--- config.mk ---
export PLATFORM = sky130hd
export DESIGN_NAME = chal_input_net_seq
export DESIGN_NICKNAME = d
export VERILOG_FILES = /design/src/rtl/chal_input_net_seq.sv
export SDC_FILE = /design/constraint.sdc
export NUM_CORES = 1
export LEC_CHECK = 0
export CORE_MARGIN = 3
export CORE_UTILIZATION = 60
export DETAILED_ROUTE_END_ITERATION = 10
export PLACE_DENSITY_LB_ADDON = 0.2
export RECOVER_POWER = 50
export REMOVE_ABC_BUFFERS = 1
export SKIP_LAST_GASP = 1
export SLEW_MARGIN = 0
export SYNTH_ARGS = -nofsm -noshare
export SYNTH_HDL_FRONTEND = slang
export SYNTH_SLANG_ARGS = --single-unit
--- constraint.sdc ---
create_clock -name clk -period 8.47 [get_ports clk]
set_clock_uncertainty 0.2 [all_clocks]
set_input_delay 1.694 -clock clk [delete_from_list [all_inputs] [get_ports clk]]
set_output_delay 1.694 -clock clk [all_outputs]
set_load 0.02 [all_outputs]
--- src/rtl/chal_input_net_seq.sv ---
// Sequential challenge input network: one master challenge in, K rotated and transformed channel challenges out.
// Optional macro CHAL_PARITY_EN adds out_par, the XOR-reduce of out_chal.
//
// state | meaning
// IDLE  | ready for a master challenge, no channel output valid
// ISSUE | presenting channel out_ch_q, advancing on each output handshake
module chal_input_net_seq #(
   parameter int N     = 64,
   parameter int K     = 4,
   parameter int SHIFT = 1,
   localparam int CW   = (K > 1) ? $clog2(K) : 1
) (
   input  logic          clk,
   input  logic          rst,
   input  logic          in_valid,
   output logic          in_ready,
   input  logic [N-1:0]  in_chal,
   input  logic [1:0]    mode,
   output logic          out_valid,
   input  logic          out_ready,
   output logic [N-1:0]  out_chal,
   output logic [CW-1:0] out_ch,
`ifdef CHAL_PARITY_EN
   output logic          out_par,
`endif
   output logic          out_last
);

   typedef enum logic {IDLE, ISSUE} state_t;

   state_t        state_q, state_d;
   logic [N-1:0]  x_q, x_d;
   logic [1:0]    m_q, m_d;
   logic          out_valid_q, out_valid_d;
   logic [N-1:0]  out_chal_q, out_chal_d;
   logic [CW-1:0] out_ch_q, out_ch_d;
   logic          out_last_q, out_last_d;
   logic [31:0]   amt_next;

   function automatic logic [N-1:0] rotl(input logic [N-1:0] v, input logic [31:0] amt);
      // amt is already reduced below N; a shift by N yields zero, covering amt == 0
      return (v << amt) | (v >> (32'(N) - amt));
   endfunction

   function automatic logic [N-1:0] xform(input logic [N-1:0] v, input logic [1:0] m);
      logic [N-1:0] r;
      r = '0;
      case (m)
         2'd0:    r = v;
         2'd1:    r = v ^ (v >> 1);
         2'd2:    for (int s = 0; s < N; s++) r = r ^ (v >> s);
         default: r = ~v;
      endcase
      return r;
   endfunction

   assign amt_next = ((32'(out_ch_q) + 32'd1) * 32'(SHIFT)) % 32'(N);

   always_comb begin
      state_d     = state_q;
      x_d         = x_q;
      m_d         = m_q;
      out_valid_d = out_valid_q;
      out_chal_d  = out_chal_q;
      out_ch_d    = out_ch_q;
      out_last_d  = out_last_q;
      case (state_q)
         IDLE: begin
            if (in_valid) begin
               x_d         = in_chal;
               m_d         = mode;
               state_d     = ISSUE;
               out_valid_d = 1'b1;
               out_ch_d    = '0;
               out_chal_d  = xform(in_chal, mode);
               out_last_d  = (K == 1);
            end
         end
         default: begin
            if (out_ready) begin
               if (out_last_q) begin
                  state_d     = IDLE;
                  out_valid_d = 1'b0;
                  out_last_d  = 1'b0;
               end else begin
                  out_ch_d   = out_ch_q + CW'(1);
                  out_chal_d = xform(rotl(x_q, amt_next), m_q);
                  out_last_d = (out_ch_d == CW'(K - 1));
               end
            end
         end
      endcase
   end

   always_ff @(posedge clk) begin
      if (rst) begin
         state_q     <= IDLE;
         x_q         <= '0;
         m_q         <= '0;
         out_valid_q <= 1'b0;
         out_chal_q  <= '0;
         out_ch_q    <= '0;
         out_last_q  <= 1'b0;
      end else begin
         state_q     <= state_d;
         x_q         <= x_d;
         m_q         <= m_d;
         out_valid_q <= out_valid_d;
         out_chal_q  <= out_chal_d;
         out_ch_q    <= out_ch_d;
         out_last_q  <= out_last_d;
      end
   end

`ifdef CHAL_PARITY_EN
   logic out_par_q;

   always_ff @(posedge clk) begin
      if (rst) out_par_q <= 1'b0;
      else     out_par_q <= ^out_chal_d;
   end

   assign out_par = out_par_q;
`endif

   assign in_ready  = (state_q == IDLE);
   assign out_valid = out_valid_q;
   assign out_chal  = out_chal_q;
   assign out_ch    = out_ch_q;
   assign out_last  = out_last_q;

endmodule

After elaboration in Yosys (flattened, before gate mapping)

Cells that the tools add are included.

Flip-flop bits (word level): 135
Output and inout bits: 69

Reductions and logical operators: 7
Shift operators: 2
Bitwise gates (word level): 130
Equal/unequal tests: 8
Add/sub/neg operators: 3
Multiplexer cells: 22

Operators with widths:

| operator                         | count |
|---|---|
| case mux 64 bit (3 select lines) | 2 |
| 2-to-1 mux 64 bit                | 4 |
| NOT 64 bit                       | 2 |
| XOR 64 x 1 -> 64 bit             | 2 |
| XOR 64 x 10 -> 64 bit            | 2 |
| XOR 64 x 11 -> 64 bit            | 2 |
| XOR 64 x 12 -> 64 bit            | 2 |
| XOR 64 x 13 -> 64 bit            | 2 |
| XOR 64 x 14 -> 64 bit            | 2 |
| XOR 64 x 15 -> 64 bit            | 2 |
| XOR 64 x 16 -> 64 bit            | 2 |
| XOR 64 x 17 -> 64 bit            | 2 |
| XOR 64 x 18 -> 64 bit            | 2 |
| XOR 64 x 19 -> 64 bit            | 2 |
| XOR 64 x 2 -> 64 bit             | 2 |
| XOR 64 x 20 -> 64 bit            | 2 |
| XOR 64 x 21 -> 64 bit            | 2 |
| XOR 64 x 22 -> 64 bit            | 2 |
| XOR 64 x 23 -> 64 bit            | 2 |
| XOR 64 x 24 -> 64 bit            | 2 |
| XOR 64 x 25 -> 64 bit            | 2 |
| XOR 64 x 26 -> 64 bit            | 2 |
| XOR 64 x 27 -> 64 bit            | 2 |
| XOR 64 x 28 -> 64 bit            | 2 |
| other kinds (59)                 | 122 |

Logic depth before layout (Yosys ltp)

Depth after elaboration: 71
Mapped depth: 28
Depth with buffers taken out: 15

Worst setup path before layout

OpenSTA, ideal clock, no wires.

Kind: register to register
Start point: register out_ch_q[0] (netlist: out_ch[0])
End point: register out_chal_q[4] (netlist: out_chal[4])
Stages on the path, launching flop included: 25
Required time: 8.184 ns
Path buffers: 10
Setup time: 0.086 ns
Slack: 2.092 ns
Arrival time: 6.091 ns
Cell sequence: dfxtp_1 buf_4 inv_1 buf_2 clkbuf_1 buf_1 clkbuf_1 ha_1 buf_6 buf_8 buf_8 buf_8 or3b_2 o211ai_1 xor2_1 o21ai_0 xnor2_1 xnor3_1 xnor3_1 buf_6 xnor3_2 xnor2_1 o21ai_2 xnor2_1 a221oi_2

Cells in the longest elaborated chain, start to end: 71

RTL lines:

| what                               | line   | RTL |
|---|---|---|
| from (decl)                        | 36     | `logic [CW-1:0] out_ch_q, out_ch_d;` |
| from (signal assigned)             | 110    | `out_ch_q <= out_ch_d;` |
| adder 2 x 1 -> 3 bit *             | 57     | `assign amt_next = ((32'(out_ch_q) + 32'd1) * 32'(SHIFT)) % 32'(N);` |
| subtractor 7 x 3 -> 8 bit          | 42     | `return (v << amt) \| (v >> (32'(N) - amt));` |
| >> shifter 64 x 32 -> 64 bit       | 42     |  |
| bitwise OR 64 bit *                | 42     |  |
| XOR 64 x 63 -> 64 bit              | 50, 51 |  |
| XOR 64 x 62 -> 64 bit              | 51     | `2'd2: for (int s = 0; s < N; s++) r = r ^ (v >> s);` |
| XOR 64 x 61 -> 64 bit              | 51     |  |
| XOR 64 x 60 -> 64 bit              | 51     |  |
| (+55 left out)                     | n/a    |  |
| XOR 64 x 4 -> 64 bit               | 51     |  |
| XOR 64 x 3 -> 64 bit               | 51     |  |
| XOR 64 x 2 -> 64 bit               | 51     |  |
| XOR 64 x 1 -> 64 bit               | 51     |  |
| case mux 64 bit (3 select lines) * | 48     | `case (m)` |
| 2-to-1 mux 64 bit *                | 81     | `if (out_last_q) begin` |
| 2-to-1 mux 64 bit *                | 80     | `if (out_ready) begin` |
| 2-to-1 mux 64 bit *                | 67     | `case (state_q)` |
| to (signal assigned)               | 109    | `out_chal_q <= out_chal_d;` |
| to (decl)                          | 35     | `logic [N-1:0] out_chal_q, out_chal_d;` |

Mark *: on every way between the ends. The rest lies on a longest branch, timed or not. The select of a mux whose other input is x is not followed.
A chain may end at the register's enable or synchronous reset.

Worst setup path in the final report

Start point: register out_ch_q[0] (netlist: out_ch[0])
End point: register out_chal_q[10] (netlist: out_chal[10])

The elaborated chain is that of the path after synthesis.

==> impl_results.rst <==
.. list-table::
   :header-rows: 1

   * - Metric
     - Value
   * - Nets
     - 2,199
   * - Crit start category
     - flip-flop
   * - Number of cells in the design after placement
     - 2,483
   * - Global route total overflow
     - 0
   * - Worst slew margin relative to its limit
     - -45.98%
   * - Most used standard cells in the synthesized netlist
     - nand2_1, a21oi_1, xnor2_1
   * - CP startpoint
     - out_ch[0]
   * - Gate Count Post-Synth
     - 2,154
   * - Core Area
     - 0.02801 mm²
   * - Number of standard-cell rows in the floorplan
     - 61
   * - Mean instance size in the synthesized netlist
     - 7.974 µm²
   * - Shortest clock period the worst path allows after layout
     - 6.872 ns
   * - Power density relative to cell area
     - 289.2 mW/mm²
   * - Die Y
     - 175.2 µm
   * - Launch instance of the worst min-delay path
     - out_chal[48]
   * - Horizontal die dimension
     - 175.2 µm
   * - Portion of the clock cycle consumed by the worst path in the final layout
     - 81.13%
   * - CTS sink cnt
     - 135
   * - Iteration-0 DRC Markers
     - 2,157
   * - Cell internal power dissipation
     - 0.002842 W
   * - Cell taking the most area after synthesis
     - dfxtp_1
   * - Post-Synth Adder-Cell Area
     - 0.4808%
   * - Library cell with the highest instance count after synthesis
     - nand2_1
   * - Number of global-route vias before repair
     - 16,250
   * - Proportion of layout cells with a drive suffix above 1
     - 10.90%
   * - Met2 Use GR
     - 60.56%
   * - Share of synthesized flip-flops with an asynchronous set or reset
     - 0%
   * - WP data arrival
     - 6.90 ns
   * - Port buffer count
     - 138
   * - Netlist Area Pre-Place
     - 0.01718 mm²
   * - Final WL
     - 61.86 mm
   * - Share of synthesized area spent on multiplexers
     - 16.42%
   * - Maximum number of pins on one net before global-route repair
     - 88
   * - Fin. Hold Viols
     - 0
   * - Global Route Usage Sum
     - 39.54%
   * - Post-synth cell types
     - 99
   * - Top-area cell type share of the netlist area
     - 15.74%
   * - Number of storage elements in the synthesis netlist
     - 135
   * - Number of setup buffers added after CTS
     - 0
   * - Worst endpoint required time
     - 8.50 ns
   * - Global route hottest layer
     - met2
   * - Count of instances resized after the clock tree is built
     - 0
   * - Failing checks
     - capacitance limit, slew limit
   * - Global-route wire length before repair
     - 95.57 mm
   * - Area delta synth->final
     - 9.973%
   * - Part of the power in the clock network
     - 15.4%
   * - Met3 layer usage reported by global route
     - 9.626%
   * - Total of max-cap violations
     - 2
   * - Placer congestion estimate
     - 1.009
   * - Effective utilization at floorplan
     - 61.32%
   * - Antenna violations before repair
     - 0
   * - Boundary Pins
     - 139
   * - Slew @ Worst Pin
     - 2.190 ns
   * - Total via count in the routed design
     - 17,240
   * - Filler instances
     - 2,405
   * - Hold/Removal Path Class
     - reg -> reg
   * - Type of element capturing the critical path
     - flip-flop
   * - Start-to-end type of the worst setup path
     - reg -> reg
   * - Total CTS buffers
     - 17
   * - Clock root buffer
     - clkbuf_16
   * - Clock latency at the later pin of the worst-skew pair
     - 0.45 ns
   * - Outcome
     - finished, violations left
   * - CTS clock-pin slew for the worst setup and hold paths
     - 0.07 ns
   * - R2R Path Start
     - out_ch[0]
   * - GRT met1 Usage
     - 53.35%
   * - Power spent charging and discharging nets
     - 0.002620 W
   * - Maximum root-to-sink buffer count
     - 2
   * - Via density
     - 6.853
   * - TritonRoute pass-1 iters
     - 8
   * - Area enclosed by the die boundary
     - 0.03069 mm²
   * - Largest driver fanout on the critical path
     - 79
   * - Main flop type after synthesis
     - dfxtp_1
   * - Leakage
     - 6.955 nW
   * - Yosys warnings
     - 0
   * - Routed Antenna Nets
     - 0
   * - Drt wl/cell
     - 24.60 µm
   * - Non-filler instance count after layout
     - 2,515
   * - Worst supply voltage drop on vdd
     - 0.3263 mV
   * - Largest family of logic cells by synthesized area
     - compound AO/OA/AOI/OAI gates
   * - Cts-stage hold buffer count
     - 0
   * - Share of synthesized area occupied by flip-flops and latches
     - 15.74%
   * - Clock tree from TritonCTS
     - built
   * - H-tree level count
     - 4
   * - Final setup violation count
     - 0
   * - DRC violations left
     - 0
   * - Number of synthesized flops with an enable pin
     - 0
   * - XOR/XNOR Fraction of Synth Area
     - 20.43%
   * - Hpwl dp
     - 43.84 mm
   * - Portion of total power attributed to sequential cells
     - 14.5%
   * - Area contributors post-synth
     - dfxtp_1, xnor2_1, mux4_2
   * - Logic gate share of total power
     - 70.1%
   * - Final-report max-slew violation count
     - 75
   * - Fin Setup TNS
     - 0 ns
   * - Post-Synth Simple-Gate Area
     - 15.14%
   * - Synthesized-area fraction occupied by ao, oa, aoi and oai cells
     - 24.90%
   * - Peak clock frequency supported by timing
     - 145.5 MHz
   * - Share of total power consumed by net switching
     - 47.97%
   * - Unrepaired setup endpoints after global routing
     - false
   * - N_diodes
     - 0
cell usage in the layout, fill, tap and decap left out, drive strengths merged, types with 9 or more instances in the layout:
cell | Yosys | layout
o22ai | 27 | 27
a21oi | 241 | 241
xnor2 | 191 | 191
nor3b | 10 | 10
and2 | 16 | 16
a221oi | 12 | 12
nand2b | 14 | 14
mux2i | 94 | 94
nor3 | 17 | 17
nand3b | 13 | 13
o21a | 11 | 11
dlygate4sd3 | 0 | 67
nand2 | 306 | 306
mux2 | 52 | 52
inv | 27 | 28
a21boi | 12 | 12
a211oi | 52 | 52
buf | 69 | 37
clkdlybuf4s50 | 0 | 68
a22oi | 20 | 20
o21ai | 117 | 117
xnor3 | 32 | 32
a31oi | 11 | 11
mux4 | 56 | 56
nand3 | 22 | 22
a211o | 16 | 16
clkbuf | 155 | 24
nor2b | 13 | 13
dfxtp | 135 | 135
xor2 | 93 | 93
nor2 | 126 | 126
o2bb2ai | 9 | 9
o221ai | 9 | 9
o211ai | 47 | 47
worst max-delay path: stages (launching register included):
cell and delay [ns]:
dfxtp_4 0.34, buf_4 0.47, inv_2 0.12, ha_4 0.91, mux2_2 0.45, mux2i_1 0.30
xor3_1 0.42, mux2i_4 0.23, xnor2_2 0.17, xnor3_1 0.60, xnor3_1 1.03, xnor3_2 0.66
xor2_2 0.21, xor2_1 0.21, a211oi_2 0.25, a2111oi_2 0.07
stage by stage:
| step | util (%) | worst slack, ns | hold WS [ns] | area, µm² | power (W) |
|---|---|---|---|---|---|
| floorplan | - | -5.614 | 0.2471 | 16090 | 0.003543 |
| global placement | 65.23 | 1.693 | 0.2365 | 18270 | 0.004444 |
| detailed placement | 65.23 | 1.547 | 0.2458 | 18270 | 0.004514 |
| CTS | 67.49 | 1.696 | 0.2532 | 18900 | 0.005380 |
| global route | 67.43 | 1.314 | 0.2775 | 18890 | 0.005735 |
| finish | 67.43 | 1.598 | 0.2450 | 18890 | 0.005462 |
power by group through the flow:
stage               logic (W)  registers, W  clock network, W
floorplan             0.00269      0.000851                 0
global placement      0.00364      0.000802                 0
detailed placement    0.00371      0.000804                 0
CTS                   0.00374      0.000791          0.000845
global route          0.00406      0.000801          0.000871
finish                0.00383      0.000794          0.000839
cells by family after synthesis:
| family | Yosys count |
|---|---|
| compound gates | 658 |
| xor+xnor | 323 |
| buf+inv | 251 |
| flops | 135 |
| simple gates | 578 |
| fa+ha+maj | 7 |
| mux | 202 |
registers in the layout (all words and copies together), names as in the netlist:
register   flops
out_chal      64
x_q           64
state_q        1
m_q            2
out_valid      1
out_last       1
out_ch         2
area by class of cell:
cell class	count	area [µm²]	area share, %
multi-input combinational	1768	13320	70.50
tap	378	473.0	2.504
inverter	27	101.3	0.5366
clock buffer	21	460.4	2.438
timing repair buffer	175	1653	8.751
sequential	135	2713	14.36
clock inverter	11	171.4	0.9075
routing by layer:
layer | wire length (µm) | vias to the layer above
li1 | - | 7678
met1 | 24930 | 8273
met2 | 27320 | 1110
met3 | 6885 | 175
met4 | 2720 | 0
met5 | 0 | -
worst paths after layout:
path	endpoint	slack [ns]	depth (start not counted)
worst max-delay path	out_chal[10]	1.60	15
worst min-delay path	out_chal[48]	0.24	2
worst max register to register	out_chal[10]	1.60	15
worst min register to register	out_chal[48]	0.24	2
Power figures use the tool's default switching activity.
